## config.mk

```make
export PLATFORM = sky130hd
export DESIGN_NAME = load_store_unit
export DESIGN_NICKNAME = d
export VERILOG_FILES = /design/src/rtl/load_store_unit.sv
export SDC_FILE = /design/constraint.sdc
export NUM_CORES = 1
export LEC_CHECK = 0
export CAP_MARGIN = 20
export CORE_UTILIZATION = 57
export DETAILED_ROUTE_END_ITERATION = 8
export DONT_BUFFER_PORTS = 1
export GPL_TIMING_DRIVEN = 0
export PLACE_DENSITY = 0.85
export SLEW_MARGIN = 20
export SYNTH_ARGS = -nofsm -noshare
export SYNTH_HDL_FRONTEND = slang
export SYNTH_SLANG_ARGS = --single-unit
```

## constraint.sdc

```tcl
create_clock -name clk -period 3.87 [get_ports clk]
set_clock_uncertainty 0.1 [all_clocks]
set_input_delay 0.387 -clock clk [delete_from_list [all_inputs] [get_ports clk]]
set_output_delay 0.387 -clock clk [all_outputs]
set_load 0.03 [all_outputs]
```

## src/rtl/load_store_unit.sv

```systemverilog
// Load/store unit between a requester and a single-port word memory.
// Byte/halfword loads are extracted and extended; sub-word stores use read-modify-write.
module load_store_unit #(
    parameter int MEM_WORDS = 64
) (
    input  logic        clk,
    input  logic        reset,
    input  logic        req_valid,
    output logic        req_ready,
    input  logic        req_write,
    input  logic [1:0]  req_size,
    input  logic        req_unsigned,
    input  logic [31:0] req_addr,
    input  logic [31:0] req_wdata,
    output logic        resp_valid,
    output logic [31:0] resp_rdata,
    output logic        resp_err,
    output logic        mem_read,
    output logic        mem_write,
    output logic [31:0] mem_addr,
    output logic [31:0] mem_wdata,
    input  logic [31:0] mem_rdata
);

    localparam logic [31:0] ADDR_LIMIT = 32'(4 * MEM_WORDS);

    typedef enum logic [2:0] {IDLE, LOAD, RMW_READ, RMW_WRITE, STORE, RESP} state_t;

    state_t      state;
    logic [1:0]  cap_lane;
    logic [1:0]  cap_size;
    logic        cap_unsigned;
    logic [15:0] cap_wdata;
    logic        req_err;

    function automatic logic [31:0] extract(input logic [31:0] word, input logic [1:0] lane,
                                            input logic [1:0] size, input logic uns);
        logic [31:0] sh;
        sh = word >> {lane, 3'b000};
        case (size)
            2'b00:   extract = {{24{sh[7] & ~uns}}, sh[7:0]};
            2'b01:   extract = {{16{sh[15] & ~uns}}, sh[15:0]};
            default: extract = word;
        endcase
    endfunction

    // Halfword lanes are always even here, so a byte-granular shift covers both sizes.
    function automatic logic [31:0] merge(input logic [31:0] word, input logic [1:0] lane,
                                          input logic [1:0] size, input logic [15:0] data);
        logic [31:0] mask;
        logic [31:0] ins;
        case (size)
            2'b00:   mask = 32'h0000_00FF << {lane, 3'b000};
            2'b01:   mask = 32'h0000_FFFF << {lane, 3'b000};
            default: mask = 32'h0000_0000;
        endcase
        ins = {16'h0000, data} << {lane, 3'b000};
        merge = (word & ~mask) | (ins & mask);
    endfunction

    always_comb begin
        req_err = 1'b0;
        case (req_size)
            2'b01:   req_err = req_addr[0];
            2'b10:   req_err = |req_addr[1:0];
            2'b11:   req_err = 1'b1;
            default: req_err = 1'b0;
        endcase
        if (req_addr >= ADDR_LIMIT) req_err = 1'b1;
    end

    // mem_wdata doubles as the merge buffer during read-modify-write.
    always_ff @(posedge clk or posedge reset) begin
        if (reset) begin
            state        <= IDLE;
            req_ready    <= 1'b1;
            resp_valid   <= 1'b0;
            resp_err     <= 1'b0;
            resp_rdata   <= 32'h0;
            mem_read     <= 1'b0;
            mem_write    <= 1'b0;
            mem_addr     <= 32'h0;
            mem_wdata    <= 32'h0;
            cap_lane     <= 2'b00;
            cap_size     <= 2'b00;
            cap_unsigned <= 1'b0;
            cap_wdata    <= 16'h0;
        end else begin
            resp_valid <= 1'b0;
            case (state)
                IDLE: begin
                    if (req_valid) begin
                        req_ready    <= 1'b0;
                        cap_lane     <= req_addr[1:0];
                        cap_size     <= req_size;
                        cap_unsigned <= req_unsigned;
                        cap_wdata    <= req_wdata[15:0];
                        if (req_err) begin
                            state      <= RESP;
                            resp_valid <= 1'b1;
                            resp_err   <= 1'b1;
                            resp_rdata <= 32'h0;
                        end else if (!req_write) begin
                            state    <= LOAD;
                            mem_read <= 1'b1;
                            mem_addr <= {req_addr[31:2], 2'b00};
                        end else if (req_size == 2'b10) begin
                            state     <= STORE;
                            mem_write <= 1'b1;
                            mem_addr  <= {req_addr[31:2], 2'b00};
                            mem_wdata <= req_wdata;
                        end else begin
                            state    <= RMW_READ;
                            mem_read <= 1'b1;
                            mem_addr <= {req_addr[31:2], 2'b00};
                        end
                    end
                end
                LOAD: begin
                    state      <= RESP;
                    mem_read   <= 1'b0;
                    mem_addr   <= 32'h0;
                    resp_valid <= 1'b1;
                    resp_err   <= 1'b0;
                    resp_rdata <= extract(mem_rdata, cap_lane, cap_size, cap_unsigned);
                end
                RMW_READ: begin
                    state     <= RMW_WRITE;
                    mem_read  <= 1'b0;
                    mem_write <= 1'b1;
                    mem_wdata <= merge(mem_rdata, cap_lane, cap_size, cap_wdata);
                end
                RMW_WRITE, STORE: begin
                    state      <= RESP;
                    mem_write  <= 1'b0;
                    mem_addr   <= 32'h0;
                    mem_wdata  <= 32'h0;
                    resp_valid <= 1'b1;
                    resp_err   <= 1'b0;
                    resp_rdata <= 32'h0;
                end
                RESP: begin
                    state     <= IDLE;
                    req_ready <= 1'b1;
                end
                default: begin
                    state     <= IDLE;
                    req_ready <= 1'b1;
                end
            endcase
        end
    end

endmodule

```

==> Word level (Yosys, flattened, before mapping) <==
Cells that the tools add are included.
{ "classes": {"mux": 39, "shift": 4, "eq_ne": 14, "n_lt_le_gt_ge": 1, "bitwise": 8, "n_reduce_logical": 18} }
{ "ops": {"columns": ["op", "n"], "rows": [
  ["$mux 32", 9],
  ["$pmux 32 s2", 3],
  ["$pmux 32 s3", 2],
  ["$and 32x32->32", 2],
  ["$ge 32x9->1 const B", 1],
  ["$not 32->32", 1],
  ["$or 32x32->32", 1],
  ["$shl 16x5->32", 1],
  ["$shl 16x5->32 const A", 1],
  ["$shl 8x5->32 const A", 1],
  ["$shr 32x5->16", 1],
  ["$mux 1", 14],
  ["$mux 3", 4],
  ["$ne 2x2->1 const B", 5],
  ["$pmux 3 s3", 1],
  ["$reduce_and 3->1", 3],
  ["$pmux 1 s2", 4],
  ["$eq 3x2->1 const B", 2],
  ["$pmux 1 s3", 2],
  ["$reduce_bool 3->1", 2],
  ["$reduce_or 2->1", 3],
  ["$reduce_and 5->1", 1],
  ["$eq 2x1->1 const B", 2],
  ["$eq 2x2->1 const B", 2],
  ["other kinds (12)", 16]
]} }
{ "word_totals": {"elab_cells": 97, "in_bits": 103, "ff_bits": 125, "out_inout_bits": 101} }

==> Longest topological paths before layout <==
{ "depth": {"word_depth": 7, "mapped_depth": 8} }

==> Worst setup path before layout <==
OpenSTA, ideal clock, no wires.
{ "synth_path": {"path_type": "register to register", "startpoint": "reg state[2]", "endpoint": "reg mem_wdata[0]", "n_path_buf": 2, "path_stages_with_launch": 8, "setup_slack_ns": 1.736, "t_required_ns": 3.645, "arrival_time_ns": 1.909, "path_cell_list": "dfrtp_1 -> buf_4 -> or2_4 -> nor3_4 -> nor3b_4 -> a21boi_2 -> buf_6 -> mux2_4"} }
{ "synth_via": {"elab_chain_len": 4, "word_cells_on_any_way": 12} }
{ "synth_lines": {"columns": ["element", "line", "source"], "rows": [
  ["start, declared", "29", "state_t state;"],
  ["start signal, assigned", "75", "state <= IDLE;"],
  ["start signal, assigned", "99", "state <= RESP;"],
  ["start signal, assigned", "104", "state <= LOAD;"],
  ["$eq 3x2->1 or $eq 3x3->1 (tied branches)", "90", "case (state)"],
  ["$reduce_or 2->1", "90", null],
  ["$reduce_bool 3->1 (no line)", null, null],
  ["$reduce_and 5->1 (no line)", null, null],
  ["end signal, assigned", "111", "mem_wdata <= req_wdata;"],
  ["end signal, assigned", "131", "mem_wdata <= merge(mem_rdata, cap_lane, cap_size, cap_wdata);"],
  ["end, declared", "21", "output logic [31:0] mem_wdata,"]
]} }
Parallel ways exist; a longest one is shown, timed or not.
A chain may end at the register's enable or synchronous reset.

==> Worst setup path after layout <==
{ "layout_path": {"startpoint": "reg state[1]", "endpoint": "reg mem_wdata[17]"} }
The elaborated chain is that of the path after synthesis.

==> results.sh <==
export IMPL_cts_buffers_inserted=17
export IMPL_area_growth_synth_to_final_pct=22.6
export IMPL_crit_required_ps=4180
export IMPL_floorplan_die_height_um=106
export IMPL_cts_root_buf="clkbuf_8"
export IMPL_grt_start_max_net_pins=68
export IMPL_cts_sinks=123
export IMPL_drtIter0Drc=367
export IMPL_fp_row_count=37
export IMPL_fin_crit_ps=2720
export IMPL_synth_seq_area_share=0.498
export IMPL_worst_endpoint_arrival_ps=3040
export IMPL_synth_adder_area_share=0
export IMPL_synth_distinct_cells=42
export IMPL_worst_r2r_endpoint="mem_wdata[17]"
export IMPL_globalRouteTotalUtil=0.354
export IMPL_postSynthRegisterBits=123
export IMPL_min_delay_worst_endpoint="mem_wdata[15]"
export IMPL_min_delay_start="req_wdata[15]"
export IMPL_multi_input_comb_area_mm2=0.00281
export IMPL_finalNetCount=792
export IMPL_finalCoreUtilization=0.729
export IMPL_postRouteAntennaNets=0
export IMPL_grt_pass1_wl_um=29600
export IMPL_tns_ps=0
export IMPL_cts_post_setup_buffers_inserted=0
export IMPL_vias_per_cell=6.28
export IMPL_mappedNetlistArea_mm2=0.00619
export IMPL_cap_violations=0
export IMPL_worst_hold_slack_ps=22.1
export IMPL_report_final_hold_viol_count=0
export IMPL_rsz0062_at_grt="false"
export IMPL_vdd_drop_max_mv=0.424
export IMPL_regArea_mm2=0.00308
export IMPL_regToRegSetupSlack_ps=1150
export IMPL_htree_num_levels=4
export IMPL_insertion_delay_ps=530
export IMPL_grt_pass1_vias=5483
export IMPL_gpl_final_weighted_congestion=0.947
export IMPL_average_footprint_of_a_synthesized_cell_um2=10.3
export IMPL_tightestPinTransition_ps=1080
export IMPL_overall_power_of_the_completed_layout_mw=6.63
export IMPL_synthCells=603
export IMPL_drc_errors=0
export IMPL_numPortBuffers=0
export IMPL_crit_path_max_fanout=10
export IMPL_path_clk_slew_ps=60
export IMPL_die_area_mm2=0.0113
export IMPL_grt_antenna_before_repair=0
export IMPL_outcome="completed"
export IMPL_r2r_start="state[1]"
export IMPL_critical_path_class="reg -> reg"
export IMPL_initial_core_util=0.594
export IMPL_worstHoldPathType="in -> reg"
export IMPL_number_of_cells_traversed_by_the_worst_hold_path=3
export IMPL_synthSimpleGateAreaFrac=0.113
export IMPL_routed_wl_um=19100
export IMPL_tritoncts_clock_tree="yes"
export IMPL_synth_xor_area_frac=0.00142
export IMPL_power_leakage_nw=3.48
export IMPL_drt_wirelength_per_cell_um=22.8
export IMPL_fp_coreArea_mm2=0.0104
export IMPL_dp_hpwl_um=13300
export IMPL_detailed_place_area_mm2=0.00639
export IMPL_ratio_of_cells_with_drive_above_1_in_the_final_layout=0.131
export IMPL_relSlewSlack=0.280
export IMPL_cts_buffer_depth=2
export IMPL_most_used_cells_in_the_layout_excluding_fill_and_tap_cells="dfrtp_1 (122), o21ai_0 (100), nand2_1 (77), dlygate4sd3_1 (65), mux2i_1 (49)"
export IMPL_fillers=701
export IMPL_synthesis_yosys_warnings=0
export IMPL_dp_slack_ps=1230
export IMPL_antenna_cells_inserted=0
export IMPL_die_w_um=106
export IMPL_placed_cells_incl_taps=741
export IMPL_timing_max_transition_violations_final=0
export IMPL_worst_r2r_cell_count=6
export IMPL_finalSetupViolCount=0
export IMPL_synth_compound_area_share=0.174
export IMPL_ctsResizeCount=0
export IMPL_achievable_frequency_ghz=0.367
export IMPL_worst_setup_path_end_kind="register"
export IMPL_crit_path_start_kind="register"
export IMPL_mostFrequentLayoutCell="dfrtp_1"
export IMPL_combinational_family_with_the_most_area_after_synthesis="compound AO/OA/AOI/OAI gates"
export IMPL_period_share=0.704
export IMPL_grt_ovfl_total=0
export IMPL_final_cell_count_no_fill=838
export IMPL_synth_mux_area_frac=0.164
export IMPL_via_count=5263
export IMPL_power_density_cell_area_mw_per_mm2=874
export IMPL_pin_count=204
export IMPL_fin_ws_ps=1150
export IMPL_finish_instance_area_mm2=0.00759
export IMPL_dr_pass1_iters=6
## metal layers
metal / GRT usage / up-vias / share of wire
met4: 0.220 / 0 / 0.041
met5: 0 / - / 0
met1: 0.439 / 2525 / 0.38
met2: 0.535 / 371 / 0.47
met3: 0.114 / 71 / 0.10
li1: - / 2296 / -
## report_power, final
part / total [mW] / internal [mW] / switching [mW] / leakage (nW)
sequential: 2.51 / 1.69 / 0.826 / 1.60
clock: 1.46 / 0.881 / 0.575 / 0.264
combinational: 2.66 / 1.09 / 1.57 / 1.62
total: 6.63 / 3.66 / 2.97 / 3.48
## sequential cells by signal (all words and copies together), names as in the netlist
register and flops:
cap_lane 2, cap_size 2, cap_unsigned 1, cap_wdata 16, mem_addr 30, mem_read 1
mem_wdata 32, mem_write 1, req_ready 1, resp_err 1, resp_rdata 32, resp_valid 1
state 3
## cell usage after synthesis (all sizes together)
master / n / area (µm²)
nor3: 6 / 51.3
mux2i: 49 / 490
a41oi: 1 / 8.76
a21oi: 19 / 95.1
mux4: 1 / 22.5
nor3b: 1 / 18.8
o2bb2ai: 31 / 272
a21o: 1 / 7.51
conb: 1 / 3.75
nand4: 1 / 6.26
nor4: 6 / 37.5
clkbuf: 24 / 90.1
a21boi: 1 / 11.3
and2: 24 / 150
xnor2: 1 / 8.76
o21ai: 101 / 505
and3b: 1 / 8.76
nand3: 1 / 5.00
o22ai: 9 / 56.3
nor2b: 2 / 12.5
mux2: 35 / 503
o31ai: 1 / 7.51
nand2: 77 / 289
buf: 20 / 120
o221a: 1 / 11.3
o211ai: 2 / 15.0
or2: 1 / 8.76
a31oi: 1 / 12.5
dfstp: 1 / 26.3
nand2b: 3 / 18.8
inv: 24 / 90.1
a22o: 7 / 61.3
o21a: 2 / 15.0
nor2: 25 / 93.8
dfrtp: 122 / 3050
## repair_timing
action | CTS | global route
endpoints found under the hold margin | 129 | 0
hold buffers | 65 | 0
setup endpoints to repair | 0 | 0
## worst max path at each step
stage | from | end | slack, ps | depth (start not counted)
6_report | state[1] | mem_wdata[17] | 1150 | 6
5_1_grt | state[1] | mem_wdata[17] | 1050 | 6
4_1_cts | state[1] | mem_wdata[1] | 1200 | 6
3_5_place_dp | state[1] | mem_wdata[22] | 1230 | 6
3_3_place_gp | reset | mem_wdata[8] | -910 | 1
2_1_floorplan | reset | cap_lane[0] | 110 | 1
## final cells by class
type | instances | share of cell area
Buffer | 44 | 0.0277
Multi-Input combinational cell | 413 | 0.370
Inverter | 24 | 0.0125
Timing Repair Buffer | 66 | 0.0894
Clock inverter | 11 | 0.0125
Clock buffer | 21 | 0.0592
Sequential cell | 123 | 0.406
Tap cell | 136 | 0.0224
## cells by family (layout without fill, tap and decap cells)
family	after synthesis	count (layout)
compound gates	177	177
xor+xnor	1	1
buf+inv	68	166
flops	123	123
mux	85	85
other cells	1	2
simple gates	148	148
## critical path, stage by stage (launching register included)
cell and delay (ps):
dfrtp_1 330, buf_2 240, nor2_1 140, mux2i_1 610, a21boi_2 600, buf_6 260, mux2_4 320
No activity file was read; power rests on OpenSTA's default activity.
